<file path="config.mk">
export PLATFORM = sky130hd
export DESIGN_NAME = conv_window_fetcher
export DESIGN_NICKNAME = d
export VERILOG_FILES = /design/src/rtl/conv_window_fetcher.sv
export SDC_FILE = /design/constraint.sdc
export NUM_CORES = 1
export LEC_CHECK = 0
export ABC_AREA = 1
export ABC_CLOCK_PERIOD_IN_PS = 6300
export BUFFER_PORTS_ARGS = -buffer_cell sky130_fd_sc_hd__buf_2
export CAP_MARGIN = 20
export CELL_PAD_IN_SITES_DETAIL_PLACEMENT = 0
export CELL_PAD_IN_SITES_GLOBAL_PLACEMENT = 1
export CORE_ASPECT_RATIO = 0.7
export CORE_UTILIZATION = 46
export CTS_CLUSTER_SIZE = 8
export DETAILED_ROUTE_END_ITERATION = 12
export PLACE_DENSITY = 0.84
export SLEW_MARGIN = 40
export SYNTH_ARGS = -nofsm -noshare
export SYNTH_HDL_FRONTEND = slang
export SYNTH_SLANG_ARGS = --single-unit
</file>
<file path="constraint.sdc">
create_clock -name clk -period 6.3 [get_ports clk]
set_input_delay 0.315 -clock clk [delete_from_list [all_inputs] [get_ports clk]]
set_output_delay 0.315 -clock clk [all_outputs]
set_load 0.02 [all_outputs]
</file>
<file path="src/rtl/conv_window_fetcher.sv">
// conv_window_fetcher: walks a stored image in the single-port image RAM and
// presents successive KxK "valid" convolution windows (stride 1, row-major)
// to the convolution datapath over a valid/ready handshake. Along a row only
// the K pixels of the new right-hand column are read; the rest are shifted.
//
// Ports:
//   clk, rst           clock (rising edge), asynchronous active-high reset
//   start              begin a pass over the image (sampled only when idle)
//   busy               high from the cycle after start is accepted until done
//   done               one-cycle pulse after the final window handshake
//   rd, adr            RAM read strobe and address (row*IMG_W + col)
//   dataIn             RAM registered read data, valid the cycle after rd
//   winValid, winReady window handshake
//   window             pixel(r,c) at bits [(r*K+c)*WORD_SIZE +: WORD_SIZE]
//   winRow, winCol     top-left coordinate of the presented window
module conv_window_fetcher #(
    parameter int unsigned WORD_SIZE = 8,
    parameter int unsigned IMG_W     = 28,
    parameter int unsigned IMG_H     = 28,
    parameter int unsigned K         = 3,
    localparam int unsigned AW = $clog2(IMG_W * IMG_H),
    localparam int unsigned RW = (IMG_H - K + 1 > 1) ? $clog2(IMG_H - K + 1) : 1,
    localparam int unsigned CW = (IMG_W - K + 1 > 1) ? $clog2(IMG_W - K + 1) : 1,
    localparam int unsigned WW = K * K * WORD_SIZE
) (
    input  logic                 clk,
    input  logic                 rst,
    input  logic                 start,
    output logic                 busy,
    output logic                 done,
    output logic                 rd,
    output logic [AW-1:0]        adr,
    input  logic [WORD_SIZE-1:0] dataIn,
    output logic                 winValid,
    input  logic                 winReady,
    output logic [WW-1:0]        window,
    output logic [RW-1:0]        winRow,
    output logic [CW-1:0]        winCol
);

    localparam int unsigned SW = $clog2(K * K);
    localparam int unsigned IW = $clog2(K + 1);

    typedef enum logic [2:0] {
        IDLE  = 3'd0,
        FILL  = 3'd1,
        SLIDE = 3'd2,
        OUT   = 3'd3,
        DONE  = 3'd4
    } state_t;

    state_t              state, state_n;
    logic                busy_n, done_n, rd_n, win_valid_n;
    logic [AW-1:0]       adr_n;
    logic [WW-1:0]       window_n;
    logic [RW-1:0]       row_n;
    logic [CW-1:0]       col_n;
    // Next read to issue within the current window (row offset, column offset).
    logic [IW-1:0]       iss_r, iss_r_n, iss_c, iss_c_n;
    // Window slot of the read on the bus, and of the word arriving on dataIn.
    logic [SW-1:0]       rd_slot, rd_slot_n, cap_slot, cap_slot_n;
    logic                cap_en, cap_en_n;

    function automatic logic [AW-1:0] addr_of(input int unsigned r, input int unsigned c);
        return AW'(r * IMG_W + c);
    endfunction

    function automatic logic [SW-1:0] slot_of(input int unsigned r, input int unsigned c);
        return SW'(r * K + c);
    endfunction

    // State and registered outputs
    always_ff @(posedge clk or posedge rst) begin
        if (rst) begin
            state    <= IDLE;
            busy     <= 1'b0;
            done     <= 1'b0;
            rd       <= 1'b0;
            adr      <= '0;
            winValid <= 1'b0;
            window   <= '0;
            winRow   <= '0;
            winCol   <= '0;
            iss_r    <= '0;
            iss_c    <= '0;
            rd_slot  <= '0;
            cap_slot <= '0;
            cap_en   <= 1'b0;
        end else begin
            state    <= state_n;
            busy     <= busy_n;
            done     <= done_n;
            rd       <= rd_n;
            adr      <= adr_n;
            winValid <= win_valid_n;
            window   <= window_n;
            winRow   <= row_n;
            winCol   <= col_n;
            iss_r    <= iss_r_n;
            iss_c    <= iss_c_n;
            rd_slot  <= rd_slot_n;
            cap_slot <= cap_slot_n;
            cap_en   <= cap_en_n;
        end
    end

    // Next-state, read sequencing and window capture
    always_comb begin
        state_n     = state;
        busy_n      = busy;
        done_n      = 1'b0;
        rd_n        = 1'b0;
        adr_n       = adr;
        win_valid_n = winValid;
        window_n    = window;
        row_n       = winRow;
        col_n       = winCol;
        iss_r_n     = iss_r;
        iss_c_n     = iss_c;
        rd_slot_n   = rd_slot;
        // RAM data lags rd by one cycle, so the capture tags lag it too.
        cap_en_n    = rd;
        cap_slot_n  = rd_slot;

        if (cap_en) begin
            window_n[32'(cap_slot) * WORD_SIZE +: WORD_SIZE] = dataIn;
        end

        case (state)
            IDLE: begin
                if (start) begin
                    state_n   = FILL;
                    busy_n    = 1'b1;
                    row_n     = '0;
                    col_n     = '0;
                    rd_n      = 1'b1;
                    adr_n     = addr_of(0, 0);
                    rd_slot_n = '0;
                    iss_r_n   = '0;
                    iss_c_n   = IW'(1);
                end
            end

            FILL: begin
                if (iss_r < IW'(K)) begin
                    rd_n      = 1'b1;
                    adr_n     = addr_of(32'(winRow) + 32'(iss_r), 32'(winCol) + 32'(iss_c));
                    rd_slot_n = slot_of(32'(iss_r), 32'(iss_c));
                    if (iss_c == IW'(K - 1)) begin
                        iss_c_n = '0;
                        iss_r_n = iss_r + IW'(1);
                    end else begin
                        iss_c_n = iss_c + IW'(1);
                    end
                end
                // Both fill and slide finish with the bottom-right slot.
                if (cap_en && cap_slot == SW'(K * K - 1)) begin
                    state_n     = OUT;
                    win_valid_n = 1'b1;
                end
            end

            SLIDE: begin
                if (iss_r < IW'(K)) begin
                    rd_n      = 1'b1;
                    adr_n     = addr_of(32'(winRow) + 32'(iss_r), 32'(winCol) + K - 1);
                    rd_slot_n = slot_of(32'(iss_r), K - 1);
                    iss_r_n   = iss_r + IW'(1);
                end
                if (cap_en && cap_slot == SW'(K * K - 1)) begin
                    state_n     = OUT;
                    win_valid_n = 1'b1;
                end
            end

            OUT: begin
                if (winValid && winReady) begin
                    win_valid_n = 1'b0;
                    if (winCol < CW'(IMG_W - K)) begin
                        // Step right: reuse K-1 columns, fetch the new right column.
                        state_n = SLIDE;
                        col_n   = winCol + CW'(1);
                        for (int r = 0; r < K; r++) begin
                            for (int c = 0; c < K - 1; c++) begin
                                window_n[(r * K + c) * WORD_SIZE +: WORD_SIZE] =
                                    window[(r * K + c + 1) * WORD_SIZE +: WORD_SIZE];
                            end
                        end
                        rd_n      = 1'b1;
                        adr_n     = addr_of(32'(winRow), 32'(winCol) + K);
                        rd_slot_n = slot_of(0, K - 1);
                        iss_r_n   = IW'(1);
                    end else if (winRow < RW'(IMG_H - K)) begin
                        state_n   = FILL;
                        row_n     = winRow + RW'(1);
                        col_n     = '0;
                        rd_n      = 1'b1;
                        adr_n     = addr_of(32'(winRow) + 1, 0);
                        rd_slot_n = '0;
                        iss_r_n   = '0;
                        iss_c_n   = IW'(1);
                    end else begin
                        state_n = DONE;
                    end
                end
            end

            DONE: begin
                done_n  = 1'b1;
                busy_n  = 1'b0;
                state_n = IDLE;
            end

            default: begin
                state_n = IDLE;
            end
        endcase
    end

endmodule

</file>
==> results.yml, run 1 <==
cts:
  hold_buffers: 0
  cts_tree: "built"
  post_cts_buffers: 0
  clkTransAtPathRegs_ns: 0.09
  cts_num_sinks: 112
  clock_latency_ns: 0.37
  cts.repair.resized: 0
  root_buffer: "clkbuf_16"
  cts_buffers: 9
  htree_levels: 3
  cts_buffer_depth: 2
sta:
  fin_tns_setup_ns: 0
  hold_viol: 0
  worstMarginPinSlew_ns: 0.727
  slew_viol_final: 0
  max_freq_mhz: 222
  period_minus_slack_ns: 4.51
  finClkSkew_ns: 0.0130
  slew_headroom: 0.515
  setup_slack_ns: 1.79
  min_period_over_period: 0.716
  rsz0062_at_grt: "no"
  finalSetupViolCount: 0
critical_path:
  worst_ep_arrival_time_ns: 4.76
  r2r_start: "winRow[0]"
  setup.worst_path.start_class: "flip-flop"
  rrSetupSlack_ns: 1.79
  r2r-end: "adr[9]"
  r2r_cells: 19
  end_kind: "flip-flop"
  path_class: "flip-flop to flip-flop"
  worst-path-max-fanout: 12
  crit_required_ns: 6.55
global_route:
  grt_max_degree: 73
  grt_use_met2: 0.359
  use_met1: 0.452
  busiest_layer: "met1"
  grt_overflow_total: 0
  grt.total_usage: 0.273
  antenna_found_initial: 0
  grt_pass1_vias: 6784
  use_met3: 0.0507
  grt_first_pass_wirelength_um: 37600
yosys:
  ys_seq_area_frac: 0.353
  synth_warnings: 0
  synth_area_leaders: "dfrtp_1, nand2_1, ha_1, inv_1, o21ai_0"
  synth-seq-cells: 112
  syn-num-nets: 1136
  synthCells: 1049
  syn_avg_cell_area_um2: 7.56
  yosysTopAreaCell: "dfrtp_1"
  syn_area_um2: 7930
  synth.top_cell.area_share: 0.353
  synth_cell_types: 43
pwr:
  ir_worst_vdd_mv: 0.222
  leakage_uw: 0.00478
  power.density_nw_per_um2: 574
cells_and_area:
  nNetsFinal: 1229
  drive_gt1_frac: 0.141
  final_common_cell: "nand2_1"
  fin_util: 0.538
  mostFrequentLayoutCells: "nand2_1, inv_1, dfrtp_1"
  syn_to_final_growth_pct: 12.6
  num_antenna_cells: 0
die:
  core_um2: 16600
  die_h_um: 112
  dieWidth_um: 159
  start_util: 0.478
  dieArea_um2: 17800
  rows: 39
  ios: 108
placed_design:
  dp_hpwl_um: 17800
  pre_cts_slack_ns: 1.82
  io_buffers: 107
  gp_congestion: 0.852
flow_run:
  drv.max_cap_violation_count: 0
route:
  drtIter0Drc: 673
  firstDrtPassIters: 7
  wire_per_inst_um: 17.0
  ant_nets: 0
  route.detailed.drc: 0
  num_vias: 7320
  finalWirelength_um: 23300
  via_per_inst: 5.34
hold_path:
  min_path_type: "input pin to asynchronous set/reset pin"
outcome:
  outcome: "complete, no violations"
## cell families after synthesis
logic type	Yosys count	share of synthesized area
muxes	2	0.00252
adders and majority gates	75	0.136
and+or+nand+nor	446	0.250
AOI/OAI and AO/OA	207	0.141
DFF	112	0.353
buffers and inverters	189	0.0953
xor gates and xnor gates	18	0.0208
## flip-flops by register name (all words and copies together), names as in the netlist, 2 cells and up
register / cells
adr: 10
cap_slot: 4
cap_slot_n: 4
iss_c: 2
iss_r: 2
state: 3
winCol: 5
winRow: 5
window: 72
## how the worst max path moves through the flow
stage / from / to / slack (ns) / depth (start not counted)
CTS: winRow[0] / adr[9] / 1.79 / 19
finish: winRow[0] / adr[9] / 1.79 / 19
floorplan: winRow[0] / adr[9] / 2.21 / 19
global route: winRow[0] / adr[9] / 1.42 / 20
global placement: winRow[0] / adr[7] / 1.90 / 16
detailed placement: winRow[0] / adr[9] / 1.82 / 19
## final cells by class
cell class | instances | area (µm²)
tap | 225 | 282
fill | 1695 | 7660
timing repair buffer | 111 | 569
clock inverter | 6 | 61.3
sequential | 112 | 2800
multi-input combinational | 748 | 4380
inverter | 160 | 603
clock buffer | 10 | 229
## metrics by stage
step                std cells  power (µW)  hold WS, ns  instance area [µm²]
floorplan                1049        3600        0.354                 7930
global placement         1356        4480        0.358                 8630
detailed placement       1356        4480        0.358                 8630
CTS                      1372        5100       0.0177                 8920
global route             1372        5590       0.0422                 8930
finish                   1372        5120      0.00201                 8930
## worst max-delay path: stages (launching register included)
cell,delay (ns)
dfrtp_1,0.54
ha_1,0.30
fa_1,0.40
xnor2_1,0.37
inv_1,0.13
fa_1,0.48
ha_1,0.24
fa_1,0.40
nand3_1,0.12
nand3b_1,0.08
and2_1,0.19
ha_1,0.33
a21oi_1,0.14
o21ai_0,0.09
a21oi_1,0.18
nand3_1,0.10
nand3_1,0.08
nand2_1,0.05
nor2_1,0.13
nor2_1,0.05
## report_power, final
part	leakage [µW]	switching, µW	total (µW)	internal [µW]
Clock	0.000139	303	583	280
Combinational	0.00327	2150	3210	1060
Sequential	0.00137	286	1330	1050
## metal layers
metal,routed length (µm),up-vias,share of wire
met3,1820,16,0.078
met5,0,-,0
met2,8700,253,0.37
met4,193,0,0.0083
li1,-,3619,-
met1,12600,3432,0.54
## synthesized netlist by cell type, drive strengths merged
master  count
xnor2       7
nor3        7
a21boi      1
nand2     226
a221oi      1
mux2i       2
a21oi      58
dfrtp     112
o32ai       1
xor2       11
or2         4
ha         56
a21o        3
o311ai      1
nor2       93
o31ai       8
o211ai      5
fa         19
o21ai     110
and2        1
clkbuf      6
buf        23
o22ai       9
nor3b       2
a41oi       2
nand3b      5
nand4      20
a31oi       8
clkinv      1
inv       159
nand3      88
Note: power is estimated with default switching activity, not from simulation.
==> run 2, diff against run 1 <==
--- a/config.mk
+++ b/config.mk
@@ -6,16 +6,16 @@
 export NUM_CORES = 1
 export LEC_CHECK = 0
 export ABC_AREA = 1
-export ABC_CLOCK_PERIOD_IN_PS = 6300
+export ABC_CLOCK_PERIOD_IN_PS = 3670
 export BUFFER_PORTS_ARGS = -buffer_cell sky130_fd_sc_hd__buf_2
 export CAP_MARGIN = 20
 export CELL_PAD_IN_SITES_DETAIL_PLACEMENT = 0
 export CELL_PAD_IN_SITES_GLOBAL_PLACEMENT = 1
 export CORE_ASPECT_RATIO = 0.7
-export CORE_UTILIZATION = 46
+export CORE_UTILIZATION = 39
 export CTS_CLUSTER_SIZE = 8
 export DETAILED_ROUTE_END_ITERATION = 12
-export PLACE_DENSITY = 0.84
+export PLACE_DENSITY = 0.76
 export SLEW_MARGIN = 40
 export SYNTH_ARGS = -nofsm -noshare
 export SYNTH_HDL_FRONTEND = slang
==> constraint.sdc (replaced) <==
create_clock -name clk -period 3.67 [get_ports clk]
set_input_delay 0.1835 -clock clk [delete_from_list [all_inputs] [get_ports clk]]
set_output_delay 0.1835 -clock clk [all_outputs]
set_load 0.02 [all_outputs]
==> results.yml, run 2 (same netlist as run 1, synthesis figures left out) <==
pwr:
  combPwrFrac: 0.669
  swShare: 0.520
  intPower_uw: 4720
  power.density_nw_per_um2: 1030
  leakage_uw: 0.00505
  ir_worst_vdd_mv: 0.532
  clockPowerShare: 0.106
  seq_power_share: 0.226
  p_sw_uw: 5110
sta:
  setup_slack_ns: -0.0300
  hold-worst-slack_ns: 0.145
  max_freq_mhz: 270
  period_minus_slack_ns: 3.70
  hold_viol: 0
  finalSetupViolCount: 3
  worstMarginPinSlew_ns: 0.785
  min_period_over_period: 1.01
  rsz0062_at_grt: "yes"
  finClkSkew_ns: 0.00902
  slew_headroom: 0.475
  slew_viol_final: 0
global_route:
  antenna_found_initial: 0
  grt_overflow_total: 0
  grt_max_degree: 68
  grt_pass1_vias: 6764
  grt.total_usage: 0.248
  grt_first_pass_wirelength_um: 39000
route:
  firstDrtPassIters: 6
  num_vias: 7350
  finalWirelength_um: 24700
  route.detailed.drc: 0
  ant_nets: 0
  wire_per_inst_um: 16.9
  drtIter0Drc: 643
  via_per_inst: 5.03
cts:
  clock_latency_ns: 0.36
  cts_buffers: 9
  root_buffer: "clkbuf_16"
  clkTransAtPathRegs_ns: 0.08
  cts_num_sinks: 112
  cts_buffer_depth: 2
  cts_tree: "built"
  htree_levels: 3
cells_and_area:
  syn_to_final_growth_pct: 21.0
  mostFrequentLayoutCells: "nand2_1, inv_1, dfrtp_1"
  drive_gt1_frac: 0.205
  reg_top3: "window x72, adr x10"
  num_antenna_cells: 0
  multiInputGateArea_um2: 4630
  final_cells: 1462
  largest_reg_flops: 72
  final_area_um2: 9590
  fin_util: 0.483
  largest_register: "window"
  regArea_um2: 2810
  final_common_cell: "nand2_1"
  nNetsFinal: 1274
  n_fill_cell: 2001
critical_path:
  r2r-end: "adr[9]"
  path_class: "flip-flop to flip-flop"
  rrSetupSlack_ns: -0.03
  end_kind: "flip-flop"
  crit_required_ns: 3.92
  r2r_cells: 22
  setup.worst_path.start_class: "flip-flop"
  worst_ep_arrival_time_ns: 3.95
  worst-path-max-fanout: 5
  critPathLaunch: "iss_r[0]"
  r2r_start: "iss_r[0]"
die:
  rows: 43
  start_util: 0.399
  dieWidth_um: 172
  ios: 108
  die_h_um: 121
  dieArea_um2: 20900
  core_um2: 19900
hold_path:
  holdPathEnd: "busy"
  hold_path_depth: 3
  worstHoldStart: "start"
  min_path_type: "input pin to flip-flop"
placed_design:
  io_buffers: 107
  pre_cts_slack_ns: -0.178
  dp_hpwl_um: 19100
  placed_area_um2: 9100
  place_inst: 1438
  gp_congestion: 0.879
outcome:
  outcome: "finished, violations left"
  violations: "setup timing"
flow_run:
  drv.max_cap_violation_count: 0
## run 2: changes by cell type in the layout (fill, tap and decap cells not counted), sizes merged
cell,delta
buf,+44
clkinv,+1
clkinvlp,-1
dlygate4sd3,+1
## run 2: repair_timing
action                                  4_1_cts  5_1_grt
hold buffers                                  1        0
hold endpoints to repair                     65        0
gates resized for setup                      14       14
pin swaps                                    15       19
cloned                                        0        0
endpoints found under the setup margin        3        5
buffers inserted                              3        4
## run 2: power by group through the flow
stage | logic (µW) | registers, µW | clock network [µW]
final | 6580 | 2220 | 1040
after global routing | 7350 | 2300 | 1110
after CTS | 6340 | 2220 | 1070
after detailed placement | 6170 | 2230 | 0
after global placement | 6150 | 2230 | 0
after floorplan | 3620 | 2760 | 0
## run 2: metrics by stage
| step | power (µW) | setup TNS (ns) |
|---|---|---|
| after floorplan | 6380 | -0.0369 |
| after global placement | 8380 | -0.160 |
| after detailed placement | 8410 | -0.290 |
| after CTS | 9630 | -0.237 |
| after global routing | 10800 | -0.701 |
| final | 9830 | -0.0578 |
## run 2: worst max-delay path by stage
stage	end	slack, ns	cells past startpoint
4_1_cts	adr[7]	-0.08	16
3_5_place_dp	adr[9]	-0.18	19
6_report	adr[9]	-0.03	22
5_1_grt	adr[8]	-0.29	24
3_3_place_gp	adr[9]	-0.12	19
2_1_floorplan	adr[9]	-0.04	19
## run 2: layout make-up
class,count,share of cell area
sequential,112,0.293
tap,270,0.0352
clock inverter,6,0.00704
inverter,160,0.0631
multi-input combinational,748,0.482
clock buffer,10,0.0249
timing repair buffer,156,0.0948
## run 2: critical path, stage by stage, from the launching register on
cell and delay (ns):
dfrtp_1 0.42, ha_4 0.17, fa_2 0.41, xnor2_4 0.21
buf_6 0.13, xor2_1 0.14, inv_1 0.09, ha_4 0.15
a21o_1 0.18, ha_4 0.31, nand3_2 0.08, nand3_2 0.10
xor2_2 0.19, ha_4 0.24, buf_4 0.14, nand2_2 0.07
o21ai_2 0.06, a21oi_2 0.14, nand3_1 0.08, nand3_1 0.08
nand2_1 0.05, nor2_1 0.11, nor2_1 0.05
## run 2: routing by layer
metal	part of all wire	up-vias	global-route usage
met5	0	-	0
met4	0.0058	0	0.0321
met3	0.079	10	0.0708
met2	0.37	235	0.308
met1	0.55	3407	0.411
li1	-	3698	-
